<file path="config.mk">
export PLATFORM = sky130hd
export DESIGN_NAME = dmem_arbiter_flat
export DESIGN_NICKNAME = d
export VERILOG_FILES = /design/src/rtl/dmem_arbiter_if.sv /design/src/rtl/dmem_arbiter.sv /design/src/flat_wrapper.sv
export SDC_FILE = /design/constraint.sdc
export NUM_CORES = 1
export LEC_CHECK = 0
export BUFFER_PORTS_ARGS = -buffer_cell sky130_fd_sc_hd__buf_2
export CAP_MARGIN = 20
export CELL_PAD_IN_SITES_DETAIL_PLACEMENT = 0
export CELL_PAD_IN_SITES_GLOBAL_PLACEMENT = 1
export CORE_MARGIN = 2
export CORE_UTILIZATION = 31
export DETAILED_ROUTE_END_ITERATION = 8
export PLACE_DENSITY = 0.91
export SYNTH_ARGS = -nofsm -noshare
export SYNTH_HDL_FRONTEND = slang
export SYNTH_SLANG_ARGS = --single-unit
</file>
<file path="constraint.sdc">
create_clock -name i_clk -period 1.8 [get_ports i_clk]
set_input_delay 0.36 -clock i_clk [delete_from_list [all_inputs] [get_ports i_clk]]
set_output_delay 0.36 -clock i_clk [all_outputs]
set_load 0.01 [all_outputs]
</file>
<file path="src/rtl/dmem_arbiter_if.sv">
// Bundle of requester-side and dmem-side signals for dmem_arbiter.
// slave = arbiter side; master = requesters plus the memory that answers them.
interface dmem_arbiter_if #(
  parameter int NUM_REQ = 2,
  parameter int ADDR_W  = 32,
  parameter int DATA_W  = 32
);
  logic [NUM_REQ-1:0]        i_req;
  logic [NUM_REQ-1:0]        i_wren;
  logic [NUM_REQ*ADDR_W-1:0] i_addr;
  logic [NUM_REQ*DATA_W-1:0] i_wdata;
  logic [NUM_REQ-1:0]        o_gnt;
  logic [NUM_REQ-1:0]        o_rvalid;
  logic [DATA_W-1:0]         o_rdata;
  logic [NUM_REQ-1:0]        o_busy;
  logic [ADDR_W-1:0]         o_mem_addr;
  logic [DATA_W-1:0]         o_mem_wdata;
  logic                      o_mem_wren;
  logic [DATA_W-1:0]         i_mem_rdata;

  modport slave (
    input  i_req, i_wren, i_addr, i_wdata, i_mem_rdata,
    output o_gnt, o_rvalid, o_rdata, o_busy, o_mem_addr, o_mem_wdata, o_mem_wren
  );

  modport master (
    output i_req, i_wren, i_addr, i_wdata, i_mem_rdata,
    input  o_gnt, o_rvalid, o_rdata, o_busy, o_mem_addr, o_mem_wdata, o_mem_wren
  );
endinterface

</file>
<file path="src/rtl/dmem_arbiter.sv">
// Round-robin arbiter sharing one single-port synchronous dmem among NUM_REQ requesters.
// Define DMEM_ARB_PRIO0_EN to give requester 0 absolute priority over the round-robin group.
module dmem_arbiter #(
  parameter int NUM_REQ = 2,
  parameter int ADDR_W  = 32,
  parameter int DATA_W  = 32
) (
  input  logic           i_clk,
  input  logic           i_reset,
  dmem_arbiter_if.slave  bus
);
  localparam int SEL_W = (NUM_REQ > 1) ? $clog2(NUM_REQ) : 1;
  localparam logic [SEL_W:0]   NUM_REQ_W = (SEL_W+1)'(NUM_REQ);
  localparam logic [SEL_W-1:0] LAST_IDX  = SEL_W'(NUM_REQ - 1);

  typedef enum logic [1:0] {
    IDLE   = 2'd0,
    ACCESS = 2'd1,
    RESP   = 2'd2
  } state_t;

  state_t state_reg, state_next;
  logic [SEL_W-1:0]  sel_reg, sel_next;
  logic [SEL_W-1:0]  rr_ptr_reg, rr_ptr_next;
  logic [ADDR_W-1:0] mem_addr_reg;
  logic [DATA_W-1:0] mem_wdata_reg;

  logic [ADDR_W-1:0] addr_arr  [NUM_REQ];
  logic [DATA_W-1:0] wdata_arr [NUM_REQ];
  logic [NUM_REQ-1:0] gnt;
  logic [NUM_REQ-1:0] rvalid;
  logic [NUM_REQ-1:0] done;
  logic [NUM_REQ-1:0] cand;
  logic               win_found;
  logic [SEL_W-1:0]   win_idx;
  logic               sel_wren;
  logic [SEL_W:0]     scan_sum;
  logic [SEL_W-1:0]   scan_idx;

  genvar gi;
  generate
    for (gi = 0; gi < NUM_REQ; gi++) begin : g_slice
      assign addr_arr[gi]  = bus.i_addr[gi*ADDR_W +: ADDR_W];
      assign wdata_arr[gi] = bus.i_wdata[gi*DATA_W +: DATA_W];
      // A write finishes on its grant cycle, a read on its rvalid cycle.
      assign done[gi]      = (gnt[gi] & bus.i_wren[gi]) | rvalid[gi];
    end
  endgenerate

  assign sel_wren = bus.i_wren[sel_reg];

  // Winner = first candidate at or after rr_ptr, wrapping; scanning downward
  // lets the lowest offset overwrite any earlier hit.
  always_comb begin
    cand = bus.i_req;
`ifdef DMEM_ARB_PRIO0_EN
    cand[0] = 1'b0;
`endif
    win_found = 1'b0;
    win_idx   = '0;
    scan_sum  = '0;
    scan_idx  = '0;
    for (int i = NUM_REQ - 1; i >= 0; i--) begin
      scan_sum = {1'b0, rr_ptr_reg} + (SEL_W+1)'(i);
      if (scan_sum >= NUM_REQ_W) begin
        scan_sum = scan_sum - NUM_REQ_W;
      end
      scan_idx = scan_sum[SEL_W-1:0];
      if (cand[scan_idx]) begin
        win_found = 1'b1;
        win_idx   = scan_idx;
      end
    end
`ifdef DMEM_ARB_PRIO0_EN
    if (bus.i_req[0]) begin
      win_found = 1'b1;
      win_idx   = '0;
    end
`endif
  end

  always_ff @(posedge i_clk or negedge i_reset) begin
    if (!i_reset) begin
      state_reg     <= IDLE;
      sel_reg       <= '0;
      rr_ptr_reg    <= '0;
      mem_addr_reg  <= '0;
      mem_wdata_reg <= '0;
    end else begin
      state_reg  <= state_next;
      sel_reg    <= sel_next;
      rr_ptr_reg <= rr_ptr_next;
      if (state_reg == ACCESS) begin
        mem_addr_reg  <= addr_arr[sel_reg];
        mem_wdata_reg <= wdata_arr[sel_reg];
      end
    end
  end

  always_comb begin
    state_next  = state_reg;
    sel_next    = sel_reg;
    rr_ptr_next = rr_ptr_reg;
    case (state_reg)
      IDLE: begin
        if (win_found) begin
          sel_next   = win_idx;
          state_next = ACCESS;
        end
      end
      ACCESS: begin
        rr_ptr_next = (sel_reg == LAST_IDX) ? '0 : sel_reg + SEL_W'(1);
`ifdef DMEM_ARB_PRIO0_EN
        if (sel_reg == '0) begin
          rr_ptr_next = rr_ptr_reg;
        end
`endif
        state_next = sel_wren ? IDLE : RESP;
      end
      RESP: begin
        state_next = IDLE;
      end
      default: begin
        state_next = IDLE;
      end
    endcase
  end

  // Memory address/data hold their last driven value outside ACCESS.
  always_comb begin
    gnt             = '0;
    rvalid          = '0;
    bus.o_mem_wren  = 1'b0;
    bus.o_mem_addr  = mem_addr_reg;
    bus.o_mem_wdata = mem_wdata_reg;
    bus.o_rdata     = '0;
    case (state_reg)
      ACCESS: begin
        gnt[sel_reg]    = 1'b1;
        bus.o_mem_wren  = sel_wren;
        bus.o_mem_addr  = addr_arr[sel_reg];
        bus.o_mem_wdata = wdata_arr[sel_reg];
      end
      RESP: begin
        rvalid[sel_reg] = 1'b1;
        bus.o_rdata     = bus.i_mem_rdata;
      end
      default: begin
      end
    endcase
  end

  assign bus.o_gnt    = gnt;
  assign bus.o_rvalid = rvalid;
  assign bus.o_busy   = bus.i_req & ~done;

endmodule

</file>
<file path="src/flat_wrapper.sv">
// flat-port wrapper written by rule: the top's interface ports become plain ports
module dmem_arbiter_flat 
#(
  parameter int NUM_REQ = 2,
  parameter int ADDR_W  = 32,
  parameter int DATA_W  = 32
)
  (i_clk, i_reset, bus_i_req, bus_i_wren, bus_i_addr, bus_i_wdata, bus_i_mem_rdata, bus_o_gnt, bus_o_rvalid, bus_o_rdata, bus_o_busy, bus_o_mem_addr, bus_o_mem_wdata, bus_o_mem_wren);
  dmem_arbiter_if #(.NUM_REQ(NUM_REQ), .ADDR_W(ADDR_W), .DATA_W(DATA_W)) bus_i ();
  input  logic i_clk;
  input  logic i_reset;
  input wire logic [$bits(bus_i.i_req)-1:0] bus_i_req;
  input wire logic [$bits(bus_i.i_wren)-1:0] bus_i_wren;
  input wire logic [$bits(bus_i.i_addr)-1:0] bus_i_addr;
  input wire logic [$bits(bus_i.i_wdata)-1:0] bus_i_wdata;
  input wire logic [$bits(bus_i.i_mem_rdata)-1:0] bus_i_mem_rdata;
  output wire logic [$bits(bus_i.o_gnt)-1:0] bus_o_gnt;
  output wire logic [$bits(bus_i.o_rvalid)-1:0] bus_o_rvalid;
  output wire logic [$bits(bus_i.o_rdata)-1:0] bus_o_rdata;
  output wire logic [$bits(bus_i.o_busy)-1:0] bus_o_busy;
  output wire logic [$bits(bus_i.o_mem_addr)-1:0] bus_o_mem_addr;
  output wire logic [$bits(bus_i.o_mem_wdata)-1:0] bus_o_mem_wdata;
  output wire logic [$bits(bus_i.o_mem_wren)-1:0] bus_o_mem_wren;
  assign bus_i.i_req = bus_i_req;
  assign bus_i.i_wren = bus_i_wren;
  assign bus_i.i_addr = bus_i_addr;
  assign bus_i.i_wdata = bus_i_wdata;
  assign bus_i.i_mem_rdata = bus_i_mem_rdata;
  assign bus_o_gnt = bus_i.o_gnt;
  assign bus_o_rvalid = bus_i.o_rvalid;
  assign bus_o_rdata = bus_i.o_rdata;
  assign bus_o_busy = bus_i.o_busy;
  assign bus_o_mem_addr = bus_i.o_mem_addr;
  assign bus_o_mem_wdata = bus_i.o_mem_wdata;
  assign bus_o_mem_wren = bus_i.o_mem_wren;
  dmem_arbiter #(.NUM_REQ(NUM_REQ), .ADDR_W(ADDR_W), .DATA_W(DATA_W)) u_core (.i_clk(i_clk), .i_reset(i_reset), .bus(bus_i));
endmodule
</file>
==> results.yml, run 1 <==
run_status:
  status: "finished with violations"
  violations: "negative setup slack"
detailed_routing:
  postRouteAntennaNets: 0
  drt_wl_total_mm: 12.39
  drc: 0
  via_count: 3305
  drt_iter0_drc: 116
  via_per_inst: 4.478
  drt_pass1_iterations: 4
  wl_per_cell_um: 16.79
power:
  clkPwrFrac_pct: 14.1
  p_leak_nw: 3.288
  internal_power_mw: 8.094
  switching_share_pct: 33.93
  pwr-share-comb_pct: 64.7
  p_seq_share_pct: 21.2
  p_per_area_mw_per_mm2: 1891
  power.switching_mw: 4.157
  ir_drop_mv: 0.8805
timing:
  relSlewSlack_pct: 75.22
  fin_crit_ns: 2.186
  report.final.hold_viol_count: 0
  layout_setup_ws_ns: -0.3863
  worst_pin_slew_ns: 0.3717
  finalCritPeriodShare_pct: 121.5
  fmax_mhz: 457.4
  setup_viol: 94
  fin_skew_ns: 0.005613
  rsz0062_at_grt: "true"
  slew_viol_final: 0
synthesis:
  synth-xor-area-share_pct: 0
  synth_warnings: 0
  synth_area_mm2: 0.003906
  syn_area_per_cell_um2: 14.58
  synth_seq_area_share_pct: 43.56
  ys_ff_latch: 68
  synth_area_leader_cell: "dfrtp_1"
  synth_cells: 268
  synth_fp_nets: 434
  synth_compound_area_share_pct: 1.185
  synth-simple-area-share_pct: 7.431
  synthAdderAreaFrac_pct: 0
  synthMuxAreaShare_pct: 41.86
  synth_top_cell_area_share_pct: 43.56
  synthTopCellsByArea: "dfrtp_1, mux2_2, mux2_4, and2_1, buf_12"
  synth_top_family_by_area: "multiplexers"
  ys_types: 22
clocking:
  numCtsBuffers: 9
  clkSlewWorstSetupHoldPaths_ns: 0.05
  worstSkewPairLatency_ns: 0.33
  tritoncts: "built"
  h-tree-depth: 3
  clock_path_buffers: 2
  clock-sinks: 68
  postCtsHoldBufs: 0
  clk_root_buffer_cell: "clkbuf_16"
setup_path:
  critPathArrivalTime_ns: 1.83
  start_kind: "register"
  path_class: "register to primary output"
  cp_max_fo: 20
  worst_ep_required_time_ns: 1.44
  cp_slowest_cell: "dfrtp_2"
  slowest_delay_ns: 0.40
  endpoint_kind: "primary output"
  worstPathCellList: "buf_12 -> buf_12 -> mux2_2 -> mux2_2 -> buf_2"
final_layout:
  syn_to_final_growth_pct: 65.86
  fillers: 1108
  fin_area_mm2: 0.006479
  drive_gt1_share_pct: 85.69
  n_antenna_cell: 0
  final_common_cell: "buf_2"
  layout_common_cells: "buf_2, mux2_2, dfrtp_1, mux2_4, buf_6"
  final_nets: 727
  stdcell_count: 738
die:
  die_y_um: 116.3
  io_pins: 269
  die_w_um: 116.3
  die-area_mm2: 0.01352
  initial_core_util_pct: 31.34
  num_rows: 41
  design.core.area_mm2: 0.01247
placed_design:
  dp_hpwl_mm: 8.224
  place_congestion: 0.8183
  place_area_mm2: 0.005358
  place_inst: 698
  numPortBuffers: 268
min_path:
  hold_path_class: "primary input to async pin"
global_routing:
  grt_pass1_wl_mm: 16.31
  grt_busiest_layer: "met2"
  grt_use_met1_pct: 18.72
  grtUsageTotal_pct: 16.09
  grt.overflow.total: 0
  antenna_found_initial: 1
  grtUsageMet3_pct: 4.982
  grt_max_degree: 69
  grtUsageMet2_pct: 28.14
  grt_pass1_vias: 3186
flow_run:
  max-cap-violations: 0
## power groups by stage
stage,registers (mW),clock network [mW],logic [mW]
4_1_cts,2.60,1.81,6.79
2_1_floorplan,2.53,0,4.56
5_1_grt,2.67,1.89,8.45
6_report,2.60,1.72,7.93
3_5_place_dp,2.61,0,6.18
3_3_place_gp,2.57,0,6.03
## cell families after synthesis
kind of cell,count (synthesis)
flip-flops,68
AO/OA/AOI/OAI,5
AND/OR/NAND/NOR,47
multiplexers,129
buffers and inverters,19
## layer usage
metal	share of wire, %	up-vias
met2	54	144
met3	6.5	23
met5	0.10	-
li1	-	1533
met1	38	1603
met4	2.1	2
## worst max-delay path: cells and delay by family (launching register included)
family                 cells  cell delay [ns]
flip-flops                 1             0.40
buffers and inverters      3             0.44
multiplexers               2             0.65
## final cells by class
type / instances / area [um2] / share of cell area, %
clock inverters: 4 / 48.80 / 0.7532
clock buffers: 12 / 246.5 / 3.805
repair buffers: 297 / 2068 / 31.92
inverters: 1 / 11.26 / 0.1738
well taps: 172 / 215.2 / 3.322
flip-flops and latches: 68 / 1703 / 26.28
multi-input cells: 184 / 2186 / 33.74
## through the flow
step | TNS [ns] | total power [mW] | hold WS (ns) | utilization (%) | setup WS, ns
2_1_floorplan | 0 | 7.090 | 0.06441 | - | 0.2274
6_report | -21.32 | 12.25 | 0.04425 | 51.97 | -0.3863
5_1_grt | -27.50 | 13.00 | 0.06954 | 51.97 | -0.4452
3_3_place_gp | -0.01018 | 8.595 | 0.4031 | 42.98 | -0.01018
4_1_cts | -24.75 | 11.19 | 0.04894 | 47.16 | -0.4009
3_5_place_dp | -0.7343 | 8.791 | 0.4080 | 42.98 | -0.05051
## what timing repair did
item	4_1_cts	5_1_grt
buffers inserted	4	13
pin swaps	7	24
gates cloned	5	3
resized for setup	29	99
setup endpoints to repair	101	102
## cell usage after synthesis
library cell	instances
nor2b_4	1
or2b_1	1
and2b_1	1
mux2i_1	1
o221a_2	2
inv_1	1
clkbuf_1	3
buf_4	1
and2_1	33
a2bb2oi_1	1
buf_6	8
nor2_1	5
mux2_2	79
nand2_1	1
nor3b_1	2
a211oi_1	1
a21o_1	1
nand2b_1	2
buf_12	6
nor3_1	1
dfrtp_1	68
mux2_4	49
## path summary, 6_finish.rpt
path | cells after the start | endpoint | startpoint | slack [ns]
max reg2reg | 5 | u_core.mem_wdata_reg[31] | u_core.sel_reg | 0.26
max in group asynchronous | 2 | u_core.sel_reg | i_reset | 1.44
min reg2reg | 1 | u_core.mem_wdata_reg[22] | u_core.mem_wdata_reg[22] | 0.49
max | 5 | bus_o_mem_wdata[4] | u_core.sel_reg | -0.39
min | 2 | u_core.mem_addr_reg[0] | i_reset | 0.04
min in group i_clk | 2 | u_core.sel_reg | bus_i_req[0] | 0.26
(Power assumes the default switching activity.)
==> run 2, diff against run 1 <==
==> constraint.sdc (replaced) <==
create_clock -name i_clk -period 1.8 [get_ports i_clk]
set_input_delay 0.54 -clock i_clk [delete_from_list [all_inputs] [get_ports i_clk]]
set_output_delay 0.54 -clock i_clk [all_outputs]
set_load 0.01 [all_outputs]
==> run 2 against run 1 <==
Compared with the run above: the run still ends with negative setup slack left; clock skew increased by 0.0017 ns; critical path depth unchanged; sequential cell count unchanged; clock-buffer cell count unchanged; via count increased by 4.0%; largest cell class is now non-clock buffers; die area unchanged; fmax decreased by 7.5%; worst hold slack improved by 0.17 ns; final cell count increased by 3.1%; register-to-register slack got worse by 0.15 ns.
==> results.yml, run 2 (synthesis gave the netlist of run 1 again) <==
run_status:
  status: "finished with violations"
  violations: "negative setup slack"
placed_design:
  numPortBuffers: 268
  place_congestion: 0.8120
  dp_hpwl_mm: 7.998
min_path:
  hold_path_class: "primary input to async pin"
final_layout:
  multiInputGateArea_mm2: 0.002276
  layout_common_cells: "buf_2, mux2_4, buf_6, dfrtp_1, mux2_2"
  syn_to_final_growth_pct: 79.76
  final_common_cell: "buf_2"
  fillers: 987
  n_antenna_cell: 0
  drive_gt1_share_pct: 85.40
  seqCellArea_mm2: 0.001704
  final_util_pct: 56.33
  final_nets: 750
timing:
  fin_skew_ns: 0.007306
  relSlewSlack_pct: 75.55
  worst_pin_slew_ns: 0.3667
  fin_crit_ns: 2.364
  finalCritPeriodShare_pct: 131.3
  rsz0062_at_grt: "true"
  slew_viol_final: 0
  setup_viol: 103
  layout_setup_ws_ns: -0.5638
  report.final.hold_viol_count: 0
  fmax_mhz: 423.0
setup_path:
  endpoint_kind: "primary output"
  path_class: "register to primary output"
  start_kind: "register"
  critPathArrivalTime_ns: 1.82
  cp_max_fo: 8
  worst_ep_required_time_ns: 1.26
die:
  die_y_um: 116.3
  design.core.area_mm2: 0.01247
  die_w_um: 116.3
  num_rows: 41
  initial_core_util_pct: 31.34
  io_pins: 269
  die-area_mm2: 0.01352
power:
  internal_power_mw: 9.583
  p_per_area_mw_per_mm2: 2018
  ir_drop_mv: 0.7077
  p_leak_nw: 3.637
  power.switching_mw: 4.587
  clkPwrFrac_pct: 13.2
  power_mw: 14.17
  p_seq_share_pct: 18.4
  pwr-share-comb_pct: 68.4
  switching_share_pct: 32.37
clocking:
  h-tree-depth: 3
  tritoncts: "built"
  clock_path_buffers: 2
  clock-sinks: 68
  clk_root_buffer_cell: "clkbuf_16"
  worstSkewPairLatency_ns: 0.33
  postCtsHoldBufs: 0
  numCtsBuffers: 9
  clkSlewWorstSetupHoldPaths_ns: 0.06
global_routing:
  grt_max_degree: 69
  grtUsageTotal_pct: 15.51
  grt_pass1_wl_mm: 15.63
  grt.overflow.total: 0
  grt_pass1_vias: 3045
  antenna_found_initial: 1
detailed_routing:
  wl_per_cell_um: 17.91
  via_per_inst: 4.515
  via_count: 3436
  drt_pass1_iterations: 4
  drt_iter0_drc: 169
  postRouteAntennaNets: 0
  drt_wl_total_mm: 13.63
  drc: 0
flow_run:
  max-cap-violations: 0
==> run 2: cell count changes in the layout (fill, tap and decap cells not counted), moves of 5 or more <==
cell,before,now
mux2_4,59,95
buf_4,7,29
clkbuf_16,11,16
buf_2,225,190
buf_6,51,85
mux2_2,69,33
==> run 2: final cells by class <==
class	count	share of cell area (%)
timing repair buffer	320	35.66
clock inverter	4	1.034
tap	172	3.065
multi-input combinational	184	32.41
clock buffer	12	3.510
inverter	1	0.05346
sequential	68	24.27
==> run 2: worst paths after layout <==
kind	slack, ns	cells after the start	end	start
max	-0.56	5	bus_o_mem_wdata[16]	u_core.sel_reg
min	0.21	2	u_core.mem_wdata_reg[24]	i_reset
max reg2reg	0.11	6	u_core.mem_addr_reg[7]	u_core.sel_reg
min reg2reg	0.49	1	u_core.mem_addr_reg[25]	u_core.mem_addr_reg[25]
max in group asynchronous	1.25	2	u_core.state_reg[1]	i_reset
min in group i_clk	0.46	2	u_core.sel_reg	bus_i_req[0]
==> run 2: repair_timing <==
action	in CTS	in global routing
endpoints found under the setup margin	103	103
cloned	5	10
setup buffers	2	22
gates resized for setup	44	143
pin swaps	0	33
==> run 2: power groups by stage <==
stage | combinational, mW | sequential, mW | clock, mW
finish | 9.69 | 2.61 | 1.87
global route | 10.2 | 2.67 | 2.00
CTS | 7.29 | 2.59 | 1.93
detailed placement | 6.38 | 2.60 | 0
global placement | 6.25 | 2.57 | 0
floorplan | 4.56 | 2.53 | 0
==> run 2: through the flow <==
| step | TNS [ns] | std cells | hold slack [ns] | worst slack (ns) | cell area (um2) |
|---|---|---|---|---|---|
| after floorplan | 0 | 268 | 0.2444 | 0.04740 | 3906 |
| after global placement | -11.81 | 708 | 0.4676 | -0.1926 | 5433 |
| after detailed placement | -15.58 | 708 | 0.4765 | -0.2414 | 5433 |
| after CTS | -40.53 | 731 | 0.2275 | -0.5607 | 6053 |
| after global routing | -44.94 | 761 | 0.2483 | -0.6022 | 7022 |
| final | -40.20 | 761 | 0.2128 | -0.5638 | 7022 |
==> run 2: routing by layer <==
layer,GRT usage [%],up-vias,share of wire (%)
li1,-,1576,-
met1,18.77,1681,39
met2,25.97,151,53
met3,4.100,26,5.9
met4,6.984,2,2.2
met5,0,-,0.095
==> run 2: worst max-delay path: stages (launching register included) <==
cell and delay [ns]:
dfrtp_2 0.42, buf_12 0.14, buf_6 0.16, mux2_2 0.36, mux2_4 0.27, buf_2 0.14
